[src/rtl/pc_addr_unit_pkg.sv]
// Shared constants and encodings for the PC/address unit, controller and datapath.
// Pure definitions: no logic, no latency, no backpressure.
package pc_addr_unit_pkg;

  localparam int AW_DEF       = 9;
  localparam int DW_DEF       = 16;
  localparam int CNT_W_DEF    = 16;
  localparam int RESET_PC_DEF = 0;

  // Register-file write-back source; LR selects this unit's lr_out.
  typedef enum logic [1:0] {
    VSEL_C     = 2'b00,
    VSEL_LR    = 2'b01,
    VSEL_IMM   = 2'b10,
    VSEL_MDATA = 2'b11
  } vsel_e;

  typedef enum logic [2:0] {
    NSEL_RN = 3'b001,
    NSEL_RD = 3'b010,
    NSEL_RM = 3'b100
  } nsel_e;

  typedef enum logic [1:0] {
    MEM_NONE  = 2'b00,
    MEM_READ  = 2'b01,
    MEM_WRITE = 2'b10
  } mem_cmd_e;

endpackage

[src/rtl/pc_addr_unit_next.sv]
// Next-PC select (tsel > execb > rsel), PC+1 and PC+1+offset, all modulo 2^AW.
// Purely combinational; no backpressure.
module pc_next_mux
  import pc_addr_unit_pkg::*;
#(
  parameter int AW       = AW_DEF,
  parameter int DW       = DW_DEF,
  parameter int RESET_PC = RESET_PC_DEF
) (
  input  logic [AW-1:0] i_pc,
  input  logic [DW-1:0] i_sximm8,
  input  logic [DW-1:0] i_target_in,
  input  logic          i_rsel,
  input  logic          i_reset_pc,
  input  logic          i_execb,
  input  logic          i_tsel,
  output logic [AW-1:0] o_next_pc,
  output logic          o_pc_load,
  output logic [AW-1:0] o_pc_plus1
);

  logic w_unused_hi;
  assign w_unused_hi = ^{i_sximm8[DW-1:AW], i_target_in[DW-1:AW]};

  assign o_pc_plus1 = i_pc + AW'(1);
  assign o_pc_load  = i_tsel | i_execb | i_rsel;

  always_comb begin
    o_next_pc = i_pc;
    if (i_tsel)
      o_next_pc = i_target_in[AW-1:0];
    else if (i_execb)
      o_next_pc = o_pc_plus1 + i_sximm8[AW-1:0];
    else if (i_rsel)
      o_next_pc = i_reset_pc ? AW'(RESET_PC) : o_pc_plus1;
  end

endmodule

[src/rtl/pc_addr_unit.sv]
// PC, data-address register, fetch counter and halt flag; registered state updates in one cycle.
// mem_addr and lr_out are combinational from registers; no backpressure.
module pc_addr_unit
  import pc_addr_unit_pkg::*;
#(
  parameter int AW       = AW_DEF,
  parameter int DW       = DW_DEF,
  parameter int CNT_W    = CNT_W_DEF,
  parameter int RESET_PC = RESET_PC_DEF
) (
  input  logic             i_clk,
  input  logic             i_reset,
  input  logic             i_reset_pc,
  input  logic             i_rsel,
  input  logic             i_execb,
  input  logic             i_tsel,
  input  logic             i_addr_sel,
  input  logic             i_load_addr,
  input  logic             i_load_ir,
  input  logic             i_w8,
  input  logic [DW-1:0]    i_sximm8,
  input  logic [DW-1:0]    i_target_in,
  input  logic [DW-1:0]    i_alu_in,
  output logic [AW-1:0]    o_pc,
  output logic [AW-1:0]    o_mem_addr,
  output logic [DW-1:0]    o_lr_out,
  output logic [CNT_W-1:0] o_instr_cnt,
  output logic             o_halted
);

  logic [AW-1:0]    r_pc;
  logic [AW-1:0]    r_da;
  logic [CNT_W-1:0] r_instr_cnt;
  logic             r_halted;
  logic [AW-1:0]    w_next_pc;
  logic [AW-1:0]    w_pc_plus1;
  logic             w_pc_load;
  logic             w_unused_alu;

  assign w_unused_alu = ^i_alu_in[DW-1:AW];

  pc_next_mux #(
    .AW       (AW),
    .DW       (DW),
    .RESET_PC (RESET_PC)
  ) u_next (
    .i_pc        (r_pc),
    .i_sximm8    (i_sximm8),
    .i_target_in (i_target_in),
    .i_rsel      (i_rsel),
    .i_reset_pc  (i_reset_pc),
    .i_execb     (i_execb),
    .i_tsel      (i_tsel),
    .o_next_pc   (w_next_pc),
    .o_pc_load   (w_pc_load),
    .o_pc_plus1  (w_pc_plus1)
  );

  always_ff @(posedge i_clk) begin
    if (i_reset) begin
      r_pc        <= AW'(RESET_PC);
      r_da        <= '0;
      r_instr_cnt <= '0;
      r_halted    <= 1'b0;
    end else begin
      if (w_pc_load)
        r_pc <= w_next_pc;
      if (i_load_addr)
        r_da <= i_alu_in[AW-1:0];
      // Saturate so a long-running program never shows a misleading small count.
      if (i_load_ir && (r_instr_cnt != '1))
        r_instr_cnt <= r_instr_cnt + 1'b1;
      if (i_w8)
        r_halted <= 1'b1;
    end
  end

  assign o_pc        = r_pc;
  assign o_mem_addr  = i_addr_sel ? r_pc : r_da;
  // Built from the registered PC so BL captures the link before execb moves the PC.
  assign o_lr_out    = DW'(w_pc_plus1);
  assign o_instr_cnt = r_instr_cnt;
  assign o_halted    = r_halted;

endmodule

[config.mk]
export PLATFORM = sky130hd
export DESIGN_NAME = pc_addr_unit
export DESIGN_NICKNAME = d
export VERILOG_FILES = /design/src/rtl/pc_addr_unit_pkg.sv /design/src/rtl/pc_addr_unit_next.sv /design/src/rtl/pc_addr_unit.sv
export SDC_FILE = /design/constraint.sdc
export NUM_CORES = 1
export LEC_CHECK = 0
export ABC_AREA = 1
export CORE_MARGIN = 2
export CORE_UTILIZATION = 38
export CTS_CLUSTER_SIZE = 28
export DETAILED_ROUTE_END_ITERATION = 10
export PLACE_DENSITY = 0.77
export SLEW_MARGIN = 5
export SYNTH_ARGS = -nofsm -noshare
export SYNTH_HDL_FRONTEND = slang
export SYNTH_SLANG_ARGS = --single-unit
export TNS_END_PERCENT = 50
[constraint.sdc]
create_clock -name i_clk -period 2.4 [get_ports i_clk]
set_clock_uncertainty 0.15 [all_clocks]
set_input_delay 0.36 -clock i_clk [delete_from_list [all_inputs] [get_ports i_clk]]
set_output_delay 0.36 -clock i_clk [all_outputs]
set_load 0.01 [all_outputs]
After elaboration in Yosys (flattened, before gate mapping)
Index checks and enable logic that the tools add are counted.
W data, S select, Z words.
{"block": "totals", "regBits": 35, "inputBits": 58, "out_inout_bits": 51, "elab_cells": 18}
{"block": "classes", "addsub": 3, "n_eq_ne": 1, "n_mux": 5, "bitwise": 2, "reduce_logical": 3}
{"op": "$mux W9", "count": 5}
{"op": "$add A16 B1 Y16 const B", "count": 1}
{"op": "$ne A16 B16 Y1 const B", "count": 1}
{"op": "$add A9 B1 Y9 const B", "count": 1}
{"op": "$add A9 B9 Y9", "count": 1}
{"op": "$reduce_bool A3 Y1", "count": 1}
{"op": "$or A1 B1 Y1", "count": 2}
{"op": "$reduce_and A2 Y1", "count": 1}
{"op": "$logic_and A1 B1 Y1", "count": 1}

Depth between registers and ports, before layout
{"block": "depth", "word_depth": 5, "depth_mapped": 20, "mapped_depth_nobuf": 19}

Modules after synthesis
A second synthesis with hierarchy kept.
{"block": "hier_totals", "cells_unflattened": 425, "area_unflattened_um2": 2641.3}
{"module": "pc_addr_unit", "instances": 1, "cells_per_inst": 263, "area_each_um2": 1780.5, "seq_area_each_um2": 700.7}
{"module": "pc_next_mux", "instances": 1, "cells_per_inst": 162, "area_each_um2": 860.8, "seq_area_each_um2": 0.0}

Worst setup path after synthesis
OpenSTA, ideal clock, no wires.
{"block": "synth_path", "path_type": "register to register", "startpoint": "register r_pc[0], in the netlist o_pc[0]", "endpoint": "register r_pc[8], in the netlist o_pc[8]", "setup_ns": 0.135, "t_arrival_ns": 2.155, "required_time_ns": 2.115, "setup_slack_ns": -0.040, "path_stages_with_launch": 20, "n_path_buf": 0, "period_less_slack_ns": 2.440, "path_cell_list": "dfxtp_1 > ha_1 > nand2_2 > nor2_4 > inv_2 > nor2_4 > xor2_2 > ha_1 > nand2_1 > inv_1 > nand2_1 > nand2_1 > inv_1 > nand2_1 > inv_1 > nand2_1 > nand3_1 > nand2_1 > nand2_1 > a21oi_1"}
{"block": "synth_via", "word_cells_on_any_way": 6, "cone_classes": "2 x add/sub; 4 x mux"}
{"item": "start, declared", "line": "pc_addr_unit.sv:31", "source": "logic [AW-1:0] r_pc;"}
{"item": "start signal, assigned", "line": "pc_addr_unit.sv:61", "source": "r_pc <= AW'(RESET_PC);"}
{"item": "start signal, assigned", "line": "pc_addr_unit.sv:67", "source": "r_pc <= w_next_pc;"}
{"item": "$add A9 B1 Y9", "line": "pc_addr_unit_next.sv:25", "source": "assign o_pc_plus1 = i_pc + AW'(1);"}
{"item": "named net o_lr_out[6]", "line": "pc_addr_unit.sv:26", "source": "output logic [DW-1:0] o_lr_out,"}
{"item": "$add A9 B9 Y9", "line": "pc_addr_unit_next.sv:33", "source": "o_next_pc = o_pc_plus1 + i_sximm8[AW-1:0];"}
{"item": "$mux W9", "line": "pc_addr_unit_next.sv:32", "source": "else if (i_execb)"}
{"item": "$mux W9", "line": "pc_addr_unit_next.sv:30", "source": "if (i_tsel)"}
The timed path passes the listed nets, and every way through them passes these cells. The select of a mux whose other input is x is not followed.
A chain may end at the register's enable or synchronous reset.

Worst setup path in the final report
{"block": "layout_path", "startpoint": "register r_pc[1], in the netlist o_pc[1]", "endpoint": "register r_pc[8], in the netlist o_pc[8]"}
{"block": "layout_via", "elab_chain_len": 5, "word_cells_on_any_way": 6, "cone_classes": "2 x add/sub; 4 x mux"}
{"item": "$add A9 B1 Y9 *", "line": "pc_addr_unit_next.sv:25"}
{"item": "parallel branches: the longest is 2 deep, another holds $add A9 B9 Y9"}
{"item": "$mux W9 *", "line": "pc_addr_unit_next.sv:32"}
{"item": "$mux W9 *", "line": "pc_addr_unit_next.sv:30"}
Mark *: on every way between the ends. The select of a mux whose other input is x is not followed.

==> impl_metrics.yaml <==
grt:
  globalRoute.totalOverflow: 0
  globalRouteTotalUtil_pct: 19.6
  global_route_wire_length_before_repair_mm: 11.6
  antenna_found_initial: 0
  via_count_of_the_first_global_routing_pass: 2554
  grt_max_degree: 19
critical_path:
  setup.worst_path.class: "reg2reg"
  cp_max_fo: 4
  worst_path_most_repeated_cell: "sky130_fd_sc_hd__nand2_1"
  crit_family: "simple AND/OR/NAND/NOR gates"
  startpoint_type: "flip-flop"
  cp-end-kind: "flip-flop"
  worst_ep_arrival_time_ps: 2370
  cp_data_required_time_ps: 2470
  cpMaxStageDelayCell: "sky130_fd_sc_hd__dfxtp_4"
  worstPathCellList: "ha_4 -> nand2_4 -> nor2_4 -> buf_4 -> xor2_2 -> buf_4 -> ha_4 -> nand2_1 -> nor2_2 -> nand2_1 -> nand2_2 -> inv_1 -> nand2_1 -> nand3_1 -> nand2_1 -> nand2_1 -> a21oi_2"
  worst-path-buf-inv: 3
  timing.critical_path.slowest_cell_delay_ps: 370
layout:
  antenna_cells_inserted: 0
  area_growth_pct: 52.0
  layout.nets: 537
  final_layout_size_suffix_gt1_share_pct: 15.6
  utilization_pct: 58.8
run_status:
  status: "completed"
floorplanning:
  die_y_um: 83.9
  io-pin-count: 109
  std_cell_rows: 29
  start_util_pct: 38.6
  core-area_um2: 6280
  die_footprint_um2: 7040
  die_width_um: 83.9
synthesis:
  netlist_area_um2: 2430
  synth.largest_area_cell: "sky130_fd_sc_hd__dfxtp_1"
  synthDominantCellAreaShare_pct: 28.9
  synthesis.instances: 368
  synth_top_cells_by_count: "sky130_fd_sc_hd__nand2_1 (72), sky130_fd_sc_hd__inv_1 (44), sky130_fd_sc_hd__a21oi_1 (43), sky130_fd_sc_hd__nor2_1 (38), sky130_fd_sc_hd__dfxtp_1 (35)"
  synth_seq_cells: 35
  synth_top_cells_by_area: "sky130_fd_sc_hd__dfxtp_1 (29%), sky130_fd_sc_hd__nand2_1 (11%), sky130_fd_sc_hd__a21oi_1 (8.9%)"
  synth_edf_count: 0
  post_synth_num_cell_types: 37
  syn_area_per_cell_um2: 6.59
  ys_warn_count: 0
  synth_sequential_area_ratio_pct: 28.9
  synth_async_sr_flop_share_pct: 0
  most_repeated_cell_in_the_gate_level_netlist_after_synthesis: "sky130_fd_sc_hd__nand2_1"
  yosys_most_used_dff: "sky130_fd_sc_hd__dfxtp_1"
cts:
  cts.htree.levels: 2
  clock-root-buffer: "sky130_fd_sc_hd__clkbuf_8"
  cts.sink_count: 35
  cts_bufs_inserted: 5
  holdBufCountCts: 0
  path_clk_slew_ps: 70
  clockBufferDepth: 2
  clock_tree_from_tritoncts: "done"
  clkLatencyLatePin_ps: 280
power_and_ir_drop:
  power_per_cell_area_nw_per_um2: 445
  power_after_layout_uw: 1640
  vdd.ir_drop.worst_mv: 0.232
  p_leak_uw: 0.00154
drt:
  remaining_design_rule_violation_count: 0
  viasPerCell: 5.03
  dr_total_vias: 2736
  first_iter_violations: 101
  drt_first_pass_iters: 4
  totalWireLength_mm: 7.14
  ant_nets: 0
  wl_per_cell_um: 13.1
timing:
  grt_setup_unrepaired: "yes"
  max_freq_mhz: 435
  setup_viol: 0
  minimum_setup_slack_in_the_final_design_ps: 98.8
  final_max_slew_viol_count: 0
  timing_hold_violations_final: 0
  timing.final.crit_period_ps: 2300
  worst_hold_slack_ps: 304
  final_worst_path_cycle_share_pct: 95.9
job:
  cap_viol_max_count: 0
worst_hold_path:
  timing.hold.worst.class: "reg2reg"
place:
  dp_hpwl_mm: 5.43
  routabilityCongestion: 0.880
  place_worst_setup_slack_ps: -130
  portBuffers: 80
## area by class of cell
class	instances	area [um2]
fill	572	2590
multi-input combinational	274	1620
timing repair buffer	104	998
sequential	35	713
inverter	47	176
tap	77	96.3
clock buffer	6	82.6
clock inverter	1	5.00
## stage by stage
step | cell area (um2) | instances | setup TNS (ps)
floorplan | 2470 | 374 | -22.4
global placement | 3410 | 532 | -115
detailed placement | 3410 | 532 | -377
CTS | 3510 | 540 | -38.7
global route | 3690 | 544 | -92.2
finish | 3690 | 544 | 0
## repair_timing
action,in CTS,in global routing
pin swaps,2,14
buffers inserted,1,4
resized for setup,7,30
endpoints found under the setup margin,7,9
## per-layer routing
metal / vias to the layer above / GRT usage [%] / part of all wire (%)
met5: - / 0 / 0
met4: 0 / 5.13 / 0.77
met3: 6 / 3.46 / 4.7
met2: 89 / 33.5 / 49
met1: 1259 / 25.5 / 45
li1: 1382 / - / -
## logic make-up (layout without fill, tap and decap cells)
logic type	Yosys count	in the layout	share of synthesized area (%)
DFF	35	35	28.9
buffers and inverters	65	158	11.8
and+or+nand+nor	158	158	29.8
adders and majority gates	12	12	6.50
xor gates and xnor gates	10	10	3.92
other	1	7	0.155
AOI/OAI and AO/OA	87	87	19.0
## final timing paths
check | startpoint | to | slack [ps] | depth (start not counted)
worst min-delay path | r_da[1] | r_da[1] | 300 | 2
worst max register to register | o_pc[1] | o_pc[8] | 100 | 17
worst min register to register | r_da[1] | r_da[1] | 300 | 2
worst max-delay path | o_pc[1] | o_pc[8] | 100 | 17
## power breakdown
part	internal [uW]	leakage (uW)	switching [uW]
clock network	225	0.0000470	205
logic	290	0.00121	282
registers	611	0.000289	28.4
## sequential cells by signal, summed over array words and instances (netlist names)
signal / count
r_da: 9
o_halted: 1
o_instr_cnt: 16
o_pc: 9
## layout by cell type, fill, tap and decap left out, types with 3 or more instances in the layout
master	synthesis	layout
sky130_fd_sc_hd__conb_1	1	7
sky130_fd_sc_hd__o21ai_0	29	28
sky130_fd_sc_hd__a21oi_1	43	40
sky130_fd_sc_hd__nor2_2	3	4
sky130_fd_sc_hd__xor2_1	9	7
sky130_fd_sc_hd__nand2_2	3	3
sky130_fd_sc_hd__o21ai_1	7	8
sky130_fd_sc_hd__clkdlybuf4s50_1	0	75
sky130_fd_sc_hd__nor2_4	2	3
sky130_fd_sc_hd__nand2_1	72	70
sky130_fd_sc_hd__nand4_1	4	4
sky130_fd_sc_hd__nor3_1	7	6
sky130_fd_sc_hd__nor2_1	38	36
sky130_fd_sc_hd__dfxtp_4	0	3
sky130_fd_sc_hd__nand3_1	20	19
sky130_fd_sc_hd__inv_2	3	3
sky130_fd_sc_hd__clkbuf_8	0	6
sky130_fd_sc_hd__a21oi_2	1	4
sky130_fd_sc_hd__nand2_4	1	3
sky130_fd_sc_hd__inv_1	44	44
sky130_fd_sc_hd__dlygate4sd2_1	0	3
sky130_fd_sc_hd__ha_4	0	6
sky130_fd_sc_hd__dfxtp_1	35	31
sky130_fd_sc_hd__buf_4	8	22
sky130_fd_sc_hd__ha_1	11	5
## tightest hold or removal path, delay by kind of cell, from the launching register on
family,cells,cell delay [ps]
buffers and inverters,1,50
AOI/OAI and AO/OA,1,60
DFF,1,300
Note: power is estimated with default switching activity, not from simulation.
